$ cat src/rtl/dsi_pkg.sv
// Shared types and constants for the DSI packet scheduler and its ECC helper.
package dsi_pkg;

  typedef enum logic [2:0] {
    ST_IDLE,
    ST_HDR0,
    ST_HDR1,
    ST_PAYLOAD,
    ST_FOOTER
  } state_e;

  localparam int unsigned c_hdr_bytes = 4;
  localparam int unsigned c_ftr_bytes = 2;
  localparam logic [15:0] c_ftr_value = 16'h0000;

endpackage

$ cat src/rtl/dsi_packet_scheduler_if.sv
// Requester, payload and packer-side signals of the DSI packet scheduler.
interface dsi_packet_scheduler_if #(
  parameter int unsigned g_input_bytes = 3
);
  localparam int unsigned W = 8 * g_input_bytes;

  logic          r0_req_i,      r1_req_i;
  logic [7:0]    r0_di_i,       r1_di_i;
  logic [15:0]   r0_wc_i,       r1_wc_i;
  logic          r0_long_i,     r1_long_i;
  logic          r0_gnt_o,      r1_gnt_o;
  logic [W-1:0]  r0_pl_i,       r1_pl_i;
  logic          r0_pl_valid_i, r1_pl_valid_i;
  logic          r0_pl_ack_o,   r1_pl_ack_o;
  logic [W-1:0]  pk_d_o;
  logic [3:0]    pk_size_o;
  logic          pk_valid_o;
  logic          pk_req_i;
  logic          pk_flush_o;
  logic          busy_o;

  // Scheduler side
  modport slave (
    input  r0_req_i, r1_req_i, r0_di_i, r1_di_i, r0_wc_i, r1_wc_i,
           r0_long_i, r1_long_i, r0_pl_i, r1_pl_i, r0_pl_valid_i, r1_pl_valid_i,
           pk_req_i,
    output r0_gnt_o, r1_gnt_o, r0_pl_ack_o, r1_pl_ack_o,
           pk_d_o, pk_size_o, pk_valid_o, pk_flush_o, busy_o
  );

  // Requesters and packer side
  modport master (
    output r0_req_i, r1_req_i, r0_di_i, r1_di_i, r0_wc_i, r1_wc_i,
           r0_long_i, r1_long_i, r0_pl_i, r1_pl_i, r0_pl_valid_i, r1_pl_valid_i,
           pk_req_i,
    input  r0_gnt_o, r1_gnt_o, r0_pl_ack_o, r1_pl_ack_o,
           pk_d_o, pk_size_o, pk_valid_o, pk_flush_o, busy_o
  );

endinterface

$ cat src/rtl/dsi_ecc_gen.sv
// DSI header ECC: 6-bit Hamming code over {data1, data0, DI}, top two bits zero.
module dsi_ecc_gen (
  input  logic [23:0] d_i,
  output logic [7:0]  ecc_o
);

  // Each parity bit is the XOR of the header bits selected by its mask
  always_comb begin
    ecc_o    = '0;
    ecc_o[0] = ^(d_i & 24'hF12CB7);
    ecc_o[1] = ^(d_i & 24'hF2555B);
    ecc_o[2] = ^(d_i & 24'h749A6D);
    ecc_o[3] = ^(d_i & 24'hB8E38E);
    ecc_o[4] = ^(d_i & 24'hDF03F0);
    ecc_o[5] = ^(d_i & 24'hEFFC00);
  end

endmodule

$ cat src/rtl/dsi_packet_scheduler.sv
// Arbitrates two DSI packet requesters onto one packer port: header, payload, footer, flush.
module dsi_packet_scheduler
  import dsi_pkg::*;
#(
  parameter int unsigned g_input_bytes = 3
) (
  input  logic                    clk_i,
  input  logic                    rst_n_i,
  dsi_packet_scheduler_if.slave   bus
);

  localparam int unsigned W = 8 * g_input_bytes;
  localparam logic [3:0]  G = 4'(g_input_bytes);

  state_e        state_q, state_d, post_hdr;
  logic          dirty_q, dirty_d;
  logic          last_q,  last_d;
  logic          sel_q,   sel_d;
  logic [7:0]    di_q,    di_d;
  logic [15:0]   wc_q,    wc_d;
  logic          long_q,  long_d;
  logic [15:0]   rem_q,   rem_d;
  logic [1:0]    gnt_q,   gnt_d;

  logic [7:0]    ecc;
  logic [31:0]   hdr_word;
  logic          any_req, win;
  logic [3:0]    pl_size;
  logic [W-1:0]  pl_beat;
  logic          pl_valid;
  logic [W-1:0]  pk_d;
  logic [3:0]    pk_size;
  logic          pk_valid, pk_flush;
  logic [1:0]    ack;

  dsi_ecc_gen u_ecc (
    .d_i   ({wc_q[15:8], wc_q[7:0], di_q}),
    .ecc_o (ecc)
  );

  // Arbitration, header word, payload selection and post-header target
  always_comb begin
    any_req  = bus.r0_req_i | bus.r1_req_i;
    win      = (bus.r0_req_i & bus.r1_req_i) ? ~last_q : bus.r1_req_i;
    hdr_word = {di_q, wc_q[7:0], wc_q[15:8], ecc};
    pl_size  = (rem_q >= 16'(g_input_bytes)) ? G : rem_q[3:0];
    pl_beat  = sel_q ? bus.r1_pl_i : bus.r0_pl_i;
    pl_valid = sel_q ? bus.r1_pl_valid_i : bus.r0_pl_valid_i;
    post_hdr = !long_q ? ST_IDLE : ((wc_q == '0) ? ST_FOOTER : ST_PAYLOAD);
  end

  // Next-state and packer beat generation
  always_comb begin
    state_d  = state_q;
    dirty_d  = dirty_q;
    last_d   = last_q;
    sel_d    = sel_q;
    di_d     = di_q;
    wc_d     = wc_q;
    long_d   = long_q;
    rem_d    = rem_q;
    gnt_d    = '0;
    pk_d     = '0;
    pk_size  = '0;
    pk_valid = 1'b0;
    pk_flush = 1'b0;
    ack      = '0;
    case (state_q)
      ST_IDLE: begin
        if (any_req) begin
          state_d = ST_HDR0;
          sel_d   = win;
          last_d  = win;
          gnt_d   = win ? 2'b10 : 2'b01;
          di_d    = win ? bus.r1_di_i   : bus.r0_di_i;
          wc_d    = win ? bus.r1_wc_i   : bus.r0_wc_i;
          long_d  = win ? bus.r1_long_i : bus.r0_long_i;
          rem_d   = win ? bus.r1_wc_i   : bus.r0_wc_i;
        end else if (dirty_q) begin
          pk_flush = 1'b1;
          dirty_d  = 1'b0;
        end
      end
      ST_HDR0: begin
        // Narrow packers take DI/WC now and the ECC byte in HDR1
        pk_d     = W'(hdr_word >> (32 - W));
        pk_size  = G;
        pk_valid = bus.pk_req_i;
        if (bus.pk_req_i) state_d = (g_input_bytes == 3) ? ST_HDR1 : post_hdr;
      end
      ST_HDR1: begin
        pk_d     = W'(ecc);
        pk_size  = 4'd1;
        pk_valid = bus.pk_req_i;
        if (bus.pk_req_i) state_d = post_hdr;
      end
      ST_PAYLOAD: begin
        pk_d     = pl_beat >> (8 * (g_input_bytes - 32'(pl_size)));
        pk_size  = pl_size;
        pk_valid = bus.pk_req_i & pl_valid;
        if (pk_valid) begin
          ack   = sel_q ? 2'b10 : 2'b01;
          rem_d = rem_q - 16'(pl_size);
          if (rem_q == 16'(pl_size)) state_d = ST_FOOTER;
        end
      end
      ST_FOOTER: begin
        pk_d     = W'(c_ftr_value);
        pk_size  = 4'(c_ftr_bytes);
        pk_valid = bus.pk_req_i;
        if (bus.pk_req_i) state_d = ST_IDLE;
      end
      default: state_d = ST_IDLE;
    endcase
    if (pk_valid) dirty_d = 1'b1;
  end

  // State and latched packet fields
  always_ff @(posedge clk_i or negedge rst_n_i) begin
    if (!rst_n_i) begin
      state_q <= ST_IDLE;
      dirty_q <= 1'b0;
      last_q  <= 1'b1;
      sel_q   <= 1'b0;
      di_q    <= '0;
      wc_q    <= '0;
      long_q  <= 1'b0;
      rem_q   <= '0;
      gnt_q   <= '0;
    end else begin
      state_q <= state_d;
      dirty_q <= dirty_d;
      last_q  <= last_d;
      sel_q   <= sel_d;
      di_q    <= di_d;
      wc_q    <= wc_d;
      long_q  <= long_d;
      rem_q   <= rem_d;
      gnt_q   <= gnt_d;
    end
  end

  assign bus.r0_gnt_o    = gnt_q[0];
  assign bus.r1_gnt_o    = gnt_q[1];
  assign bus.r0_pl_ack_o = ack[0];
  assign bus.r1_pl_ack_o = ack[1];
  assign bus.pk_d_o      = pk_d;
  assign bus.pk_size_o   = pk_size;
  assign bus.pk_valid_o  = pk_valid;
  assign bus.pk_flush_o  = pk_flush;
  assign bus.busy_o      = (state_q != ST_IDLE);

endmodule
$ cat src/flat_wrapper.sv
// flat-port wrapper written by rule: the top's interface ports become plain ports
module dsi_packet_scheduler_flat import dsi_pkg::*;
#(
  parameter int unsigned g_input_bytes = 3
)
  (clk_i, rst_n_i, bus_r0_req_i, bus_r1_req_i, bus_r0_di_i, bus_r1_di_i, bus_r0_wc_i, bus_r1_wc_i, bus_r0_long_i, bus_r1_long_i, bus_r0_pl_i, bus_r1_pl_i, bus_r0_pl_valid_i, bus_r1_pl_valid_i, bus_pk_req_i, bus_r0_gnt_o, bus_r1_gnt_o, bus_r0_pl_ack_o, bus_r1_pl_ack_o, bus_pk_d_o, bus_pk_size_o, bus_pk_valid_o, bus_pk_flush_o, bus_busy_o);
  dsi_packet_scheduler_if #(.g_input_bytes(g_input_bytes)) bus_i ();
  input  logic clk_i;
  input  logic rst_n_i;
  input wire logic [$bits(bus_i.r0_req_i)-1:0] bus_r0_req_i;
  input wire logic [$bits(bus_i.r1_req_i)-1:0] bus_r1_req_i;
  input wire logic [$bits(bus_i.r0_di_i)-1:0] bus_r0_di_i;
  input wire logic [$bits(bus_i.r1_di_i)-1:0] bus_r1_di_i;
  input wire logic [$bits(bus_i.r0_wc_i)-1:0] bus_r0_wc_i;
  input wire logic [$bits(bus_i.r1_wc_i)-1:0] bus_r1_wc_i;
  input wire logic [$bits(bus_i.r0_long_i)-1:0] bus_r0_long_i;
  input wire logic [$bits(bus_i.r1_long_i)-1:0] bus_r1_long_i;
  input wire logic [$bits(bus_i.r0_pl_i)-1:0] bus_r0_pl_i;
  input wire logic [$bits(bus_i.r1_pl_i)-1:0] bus_r1_pl_i;
  input wire logic [$bits(bus_i.r0_pl_valid_i)-1:0] bus_r0_pl_valid_i;
  input wire logic [$bits(bus_i.r1_pl_valid_i)-1:0] bus_r1_pl_valid_i;
  input wire logic [$bits(bus_i.pk_req_i)-1:0] bus_pk_req_i;
  output wire logic [$bits(bus_i.r0_gnt_o)-1:0] bus_r0_gnt_o;
  output wire logic [$bits(bus_i.r1_gnt_o)-1:0] bus_r1_gnt_o;
  output wire logic [$bits(bus_i.r0_pl_ack_o)-1:0] bus_r0_pl_ack_o;
  output wire logic [$bits(bus_i.r1_pl_ack_o)-1:0] bus_r1_pl_ack_o;
  output wire logic [$bits(bus_i.pk_d_o)-1:0] bus_pk_d_o;
  output wire logic [$bits(bus_i.pk_size_o)-1:0] bus_pk_size_o;
  output wire logic [$bits(bus_i.pk_valid_o)-1:0] bus_pk_valid_o;
  output wire logic [$bits(bus_i.pk_flush_o)-1:0] bus_pk_flush_o;
  output wire logic [$bits(bus_i.busy_o)-1:0] bus_busy_o;
  assign bus_i.r0_req_i = bus_r0_req_i;
  assign bus_i.r1_req_i = bus_r1_req_i;
  assign bus_i.r0_di_i = bus_r0_di_i;
  assign bus_i.r1_di_i = bus_r1_di_i;
  assign bus_i.r0_wc_i = bus_r0_wc_i;
  assign bus_i.r1_wc_i = bus_r1_wc_i;
  assign bus_i.r0_long_i = bus_r0_long_i;
  assign bus_i.r1_long_i = bus_r1_long_i;
  assign bus_i.r0_pl_i = bus_r0_pl_i;
  assign bus_i.r1_pl_i = bus_r1_pl_i;
  assign bus_i.r0_pl_valid_i = bus_r0_pl_valid_i;
  assign bus_i.r1_pl_valid_i = bus_r1_pl_valid_i;
  assign bus_i.pk_req_i = bus_pk_req_i;
  assign bus_r0_gnt_o = bus_i.r0_gnt_o;
  assign bus_r1_gnt_o = bus_i.r1_gnt_o;
  assign bus_r0_pl_ack_o = bus_i.r0_pl_ack_o;
  assign bus_r1_pl_ack_o = bus_i.r1_pl_ack_o;
  assign bus_pk_d_o = bus_i.pk_d_o;
  assign bus_pk_size_o = bus_i.pk_size_o;
  assign bus_pk_valid_o = bus_i.pk_valid_o;
  assign bus_pk_flush_o = bus_i.pk_flush_o;
  assign bus_busy_o = bus_i.busy_o;
  dsi_packet_scheduler #(.g_input_bytes(g_input_bytes)) u_core (.clk_i(clk_i), .rst_n_i(rst_n_i), .bus(bus_i));
endmodule
$ cat config.mk
export PLATFORM = sky130hd
export DESIGN_NAME = dsi_packet_scheduler_flat
export DESIGN_NICKNAME = d
export VERILOG_FILES = /design/src/rtl/dsi_pkg.sv /design/src/rtl/dsi_packet_scheduler_if.sv /design/src/rtl/dsi_ecc_gen.sv /design/src/rtl/dsi_packet_scheduler.sv /design/src/flat_wrapper.sv
export SDC_FILE = /design/constraint.sdc
export NUM_CORES = 1
export LEC_CHECK = 0
export BUFFER_PORTS_ARGS = -buffer_cell sky130_fd_sc_hd__buf_2
export CAP_MARGIN = 0
export CORE_MARGIN = 2
export CORE_UTILIZATION = 51
export DETAILED_ROUTE_END_ITERATION = 10
export HOLD_SLACK_MARGIN = 0.08
export PLACE_DENSITY = 0.81
export SYNTH_ARGS = -nofsm -noshare
export SYNTH_HDL_FRONTEND = slang
export SYNTH_SLANG_ARGS = --single-unit
export TNS_END_PERCENT = 1
$ cat constraint.sdc
create_clock -name clk_i -period 2.6 [get_ports clk_i]
set_input_delay 0 -clock clk_i [delete_from_list [all_inputs] [get_ports clk_i]]
set_output_delay 0 -clock clk_i [all_outputs]
set_load 0.02 [all_outputs]
==> reports/results.tsv <==
stage	metric	value	unit
grt	grt_overflow	0	
grt	grt_usage	0.310	
grt	antenna_found_initial	0	
grt	grt_pass1_vias	4443	
power_and_ir_drop	irDropWorstVdd	0.657	mV
run_status	status	finished clean	
worst_setup_path	end_kind	output port	
place	dp_hpwl	9840	µm
yosys	async_reset_ff_frac	1.00	
power_and_ir_drop	leakage	2.71	nW
yosys	yosys_warnings	0	
detailed_routing	wl_per_cell	18.6	µm
floorplan	start_util	0.532	
timing	worst_slew_pin_slew	1.10	ns
finish	antenna_cells	0	
yosys	syn_area	0.00417	mm²
timing	setup_viol	0	
detailed_routing	viasPerCell	6.04	
finish	nets	753	
floorplan	die_h	94.5	µm
timing	period_share	0.987	
worst_setup_path	path_max_fanout	2	
finish	seqCellArea	0.00123	mm²
detailed_routing	totalWireLength	13800	µm
timing	grt_setup_unrepaired	true	
detailed_routing	vias	4478	
grt	grt_max_degree	50	
floorplan	dieArea	0.00892	mm²
detailed_routing	drc	0	
clock_network	clock_sinks	49	
floorplan	fp.coreArea	0.00785	mm²
timing	fmax	390	MHz
clock_network	worstSkewPairLatency	0.32	ns
power_and_ir_drop	powerDensity	1510	mW/mm²
place	pre_cts_ws	0.165	ns
timing	relSlewSlack	0.266	
yosys	synth_top_area_share	0.288	
detailed_routing	drtPass1Iterations	5	
worst_setup_path	critical_path_class	flop to output port	
floorplan	ioPinCount	140	
timing	finClkSkew	0.0112	ns
clock_network	cts_buffers	5	
finish	utilization	0.716	
floorplan	die_width	94.5	µm
clock_network	root_buffer	clkbuf_8	
timing	setup_tns	0	ns
finish	multi_input_area	0.00279	mm²
worst_hold_path	min_path_type	input port to flop	
place	portBuffers	137	
worst_setup_path	critPathLaunchType	flop	
yosys	synth-main-ff-cell	dfrtp_1	
yosys	syn_avg_cell_area	9.09	µm²
timing	setup_slack	0.0346	ns
place	gp_congestion	0.915	
clock_network	cts_tree	built	
yosys	syn_inst	459	
place	placed_cells	687	
grt	grt_first_pass_wirelength	21400	µm
finish	nFillCells	606	
worst_setup_path	worstPathArrival	2.57	ns
timing	slew_violations	0	
finish	drive_gt1_frac	0.311	
clock_network	clk_path_buf_depth	2	
yosys	yosysTopAreaCell	dfrtp_1	
timing	hold_viol	0	
finish	layout.cells.non_filler	742	
worst_setup_path	required	2.60	ns
floorplan	core.rowCount	32	
yosys	synth_area_leaders	dfrtp_1, mux2i_1, o21ai_0, xnor2_1, nand2_1	
clock_network	path_clk_slew	0.10	ns
yosys	synth-seq-cells	49	
detailed_routing	drt_iter0_drc	318	
yosys	yosysSeqAreaShare	0.294	
detailed_routing	ant_nets	0	
clock_network	cts.htree.levels	2	
flow_run	drv_cap	0	
finish	area_growth	34.7	%
timing	fin_crit	2.57	ns
yosys	synth_edf_count	0	
yosys	yosysUniqueCellTypes	65	
## state kept, by name (all words and copies together) (netlist names)
signal / cells
u_core.sel_q: 1
u_core.dirty_q: 1
u_core.last_q: 1
u_core.state_q: 3
u_core.wc_q: 16
u_core.rem_q: 16
u_core.di_q: 8
u_core.gnt_q: 2
u_core.long_q: 1
## layer usage
metal | up-vias | routed length, µm | GRT usage
li1 | 2048 | - | -
met1 | 2107 | 5160 | 0.360
met2 | 268 | 6690 | 0.544
met3 | 55 | 1230 | 0.0471
met4 | 0 | 694 | 0.174
met5 | - | 0 | 0
## path summary, 6_finish.rpt
check,start,to,slack (ns),depth (start not counted)
hold / removal,bus_pk_req_i,u_core.state_q[1],0.1,3
max in group asynchronous,rst_n_i,u_core.wc_q[2],1.42,2
setup reg to reg,u_core.state_q[1],u_core.di_q[3],0.11,5
hold reg to reg,u_core.dirty_q,u_core.dirty_q,0.50,1
min in group asynchronous,rst_n_i,u_core.wc_q[11],0.43,2
setup / recovery,u_core.wc_q[10],bus_pk_d_o[4],0.03,8
## per-stage QoR
stage / cell area [µm²] / hold WS (ns) / total power, mW
after detailed placement: 4990 / 0.215 / 7.40
after global routing: 5620 / 0.123 / 9.07
after floorplan: 4180 / -0.296 / 5.93
after global placement: 4990 / 0.214 / 7.25
after CTS: 5550 / 0.0916 / 8.16
final: 5620 / 0.0952 / 8.52
## repair_timing
item,in CTS,in global routing
hold buffers,41,0
endpoints found under the setup margin,1,25
setup buffers,6,0
gates resized for setup,2,13
endpoints found under the hold margin,69,0
pin swaps,3,3
## cell usage in the layout, fill, tap and decap left out, drive strengths merged, types with 3 or more instances in the layout
cell type and instances:
nor4 6, buf 159, and2 4, mux2 7, xnor3 7, a21boi 3
mux4 7, o22a 6, a21o 4, mux2i 39, o2bb2ai 3, nor2 26
xnor2 23, nand4 6, clkbuf 5, or3 5, o21bai 4, xor2 4
nor3b 3, a21oi 16, nor3 11, dfrtp 48, inv 28, a22o 8
a221o 3, dlygate4sd3 41, ha 9, nand2 51, a222oi 9, a31oi 6
clkinvlp 3, o21ai 49, nand3 4
## power breakdown
group          switching [mW]  leakage [nW]  internal, mW
clock network           0.286        0.0364         0.189
registers               0.570         0.592          1.15
logic                    3.14          2.08          3.18
## layout make-up
type	count	area share
Clock buffer	5	0.0122
Clock inverter	3	0.00401
Inverter	28	0.0187
Multi-Input combinational cell	355	0.496
Sequential cell	49	0.219
Tap cell	102	0.0227
Timing Repair Buffer	200	0.227
## cell families after synthesis
| family | share of synthesized area |
|---|---|
| compound gates | 0.206 |
| flops | 0.294 |
| fa+ha+maj | 0.0270 |
| simple gates | 0.157 |
| buf+inv | 0.0588 |
| other cells | 0.000898 |
| mux | 0.156 |
| xor+xnor | 0.100 |
## worst max-delay path, stage by stage (launching register included)
cell and delay (ns):
dfrtp_1 0.40, inv_1 0.12, ha_1 0.26, xnor3_1 0.42, xnor3_1 0.26, or3_1 0.34
a31oi_2 0.17, a221o_1 0.14, buf_4 0.14
## Yosys cell counts (3+ instances only)
cell	count
ha_1	9
o21ai_0	47
xor2_1	4
o21bai_1	4
nor4_1	3
buf_2	10
a221o_1	3
xnor2_1	23
nand3_1	4
nor3_1	10
dfrtp_1	48
o22a_1	6
mux4_1	5
nor3b_1	3
a21o_1	4
nand2_1	51
or3_1	5
mux2_2	6
nand4_1	4
xnor3_1	7
a21boi_0	3
nor2_1	25
a22o_1	8
mux2i_1	39
o2bb2ai_1	3
and2_1	3
inv_1	28
a21oi_1	16
a222oi_1	9
clkbuf_1	13
a31oi_1	6
Power figures use the tool's default switching activity.
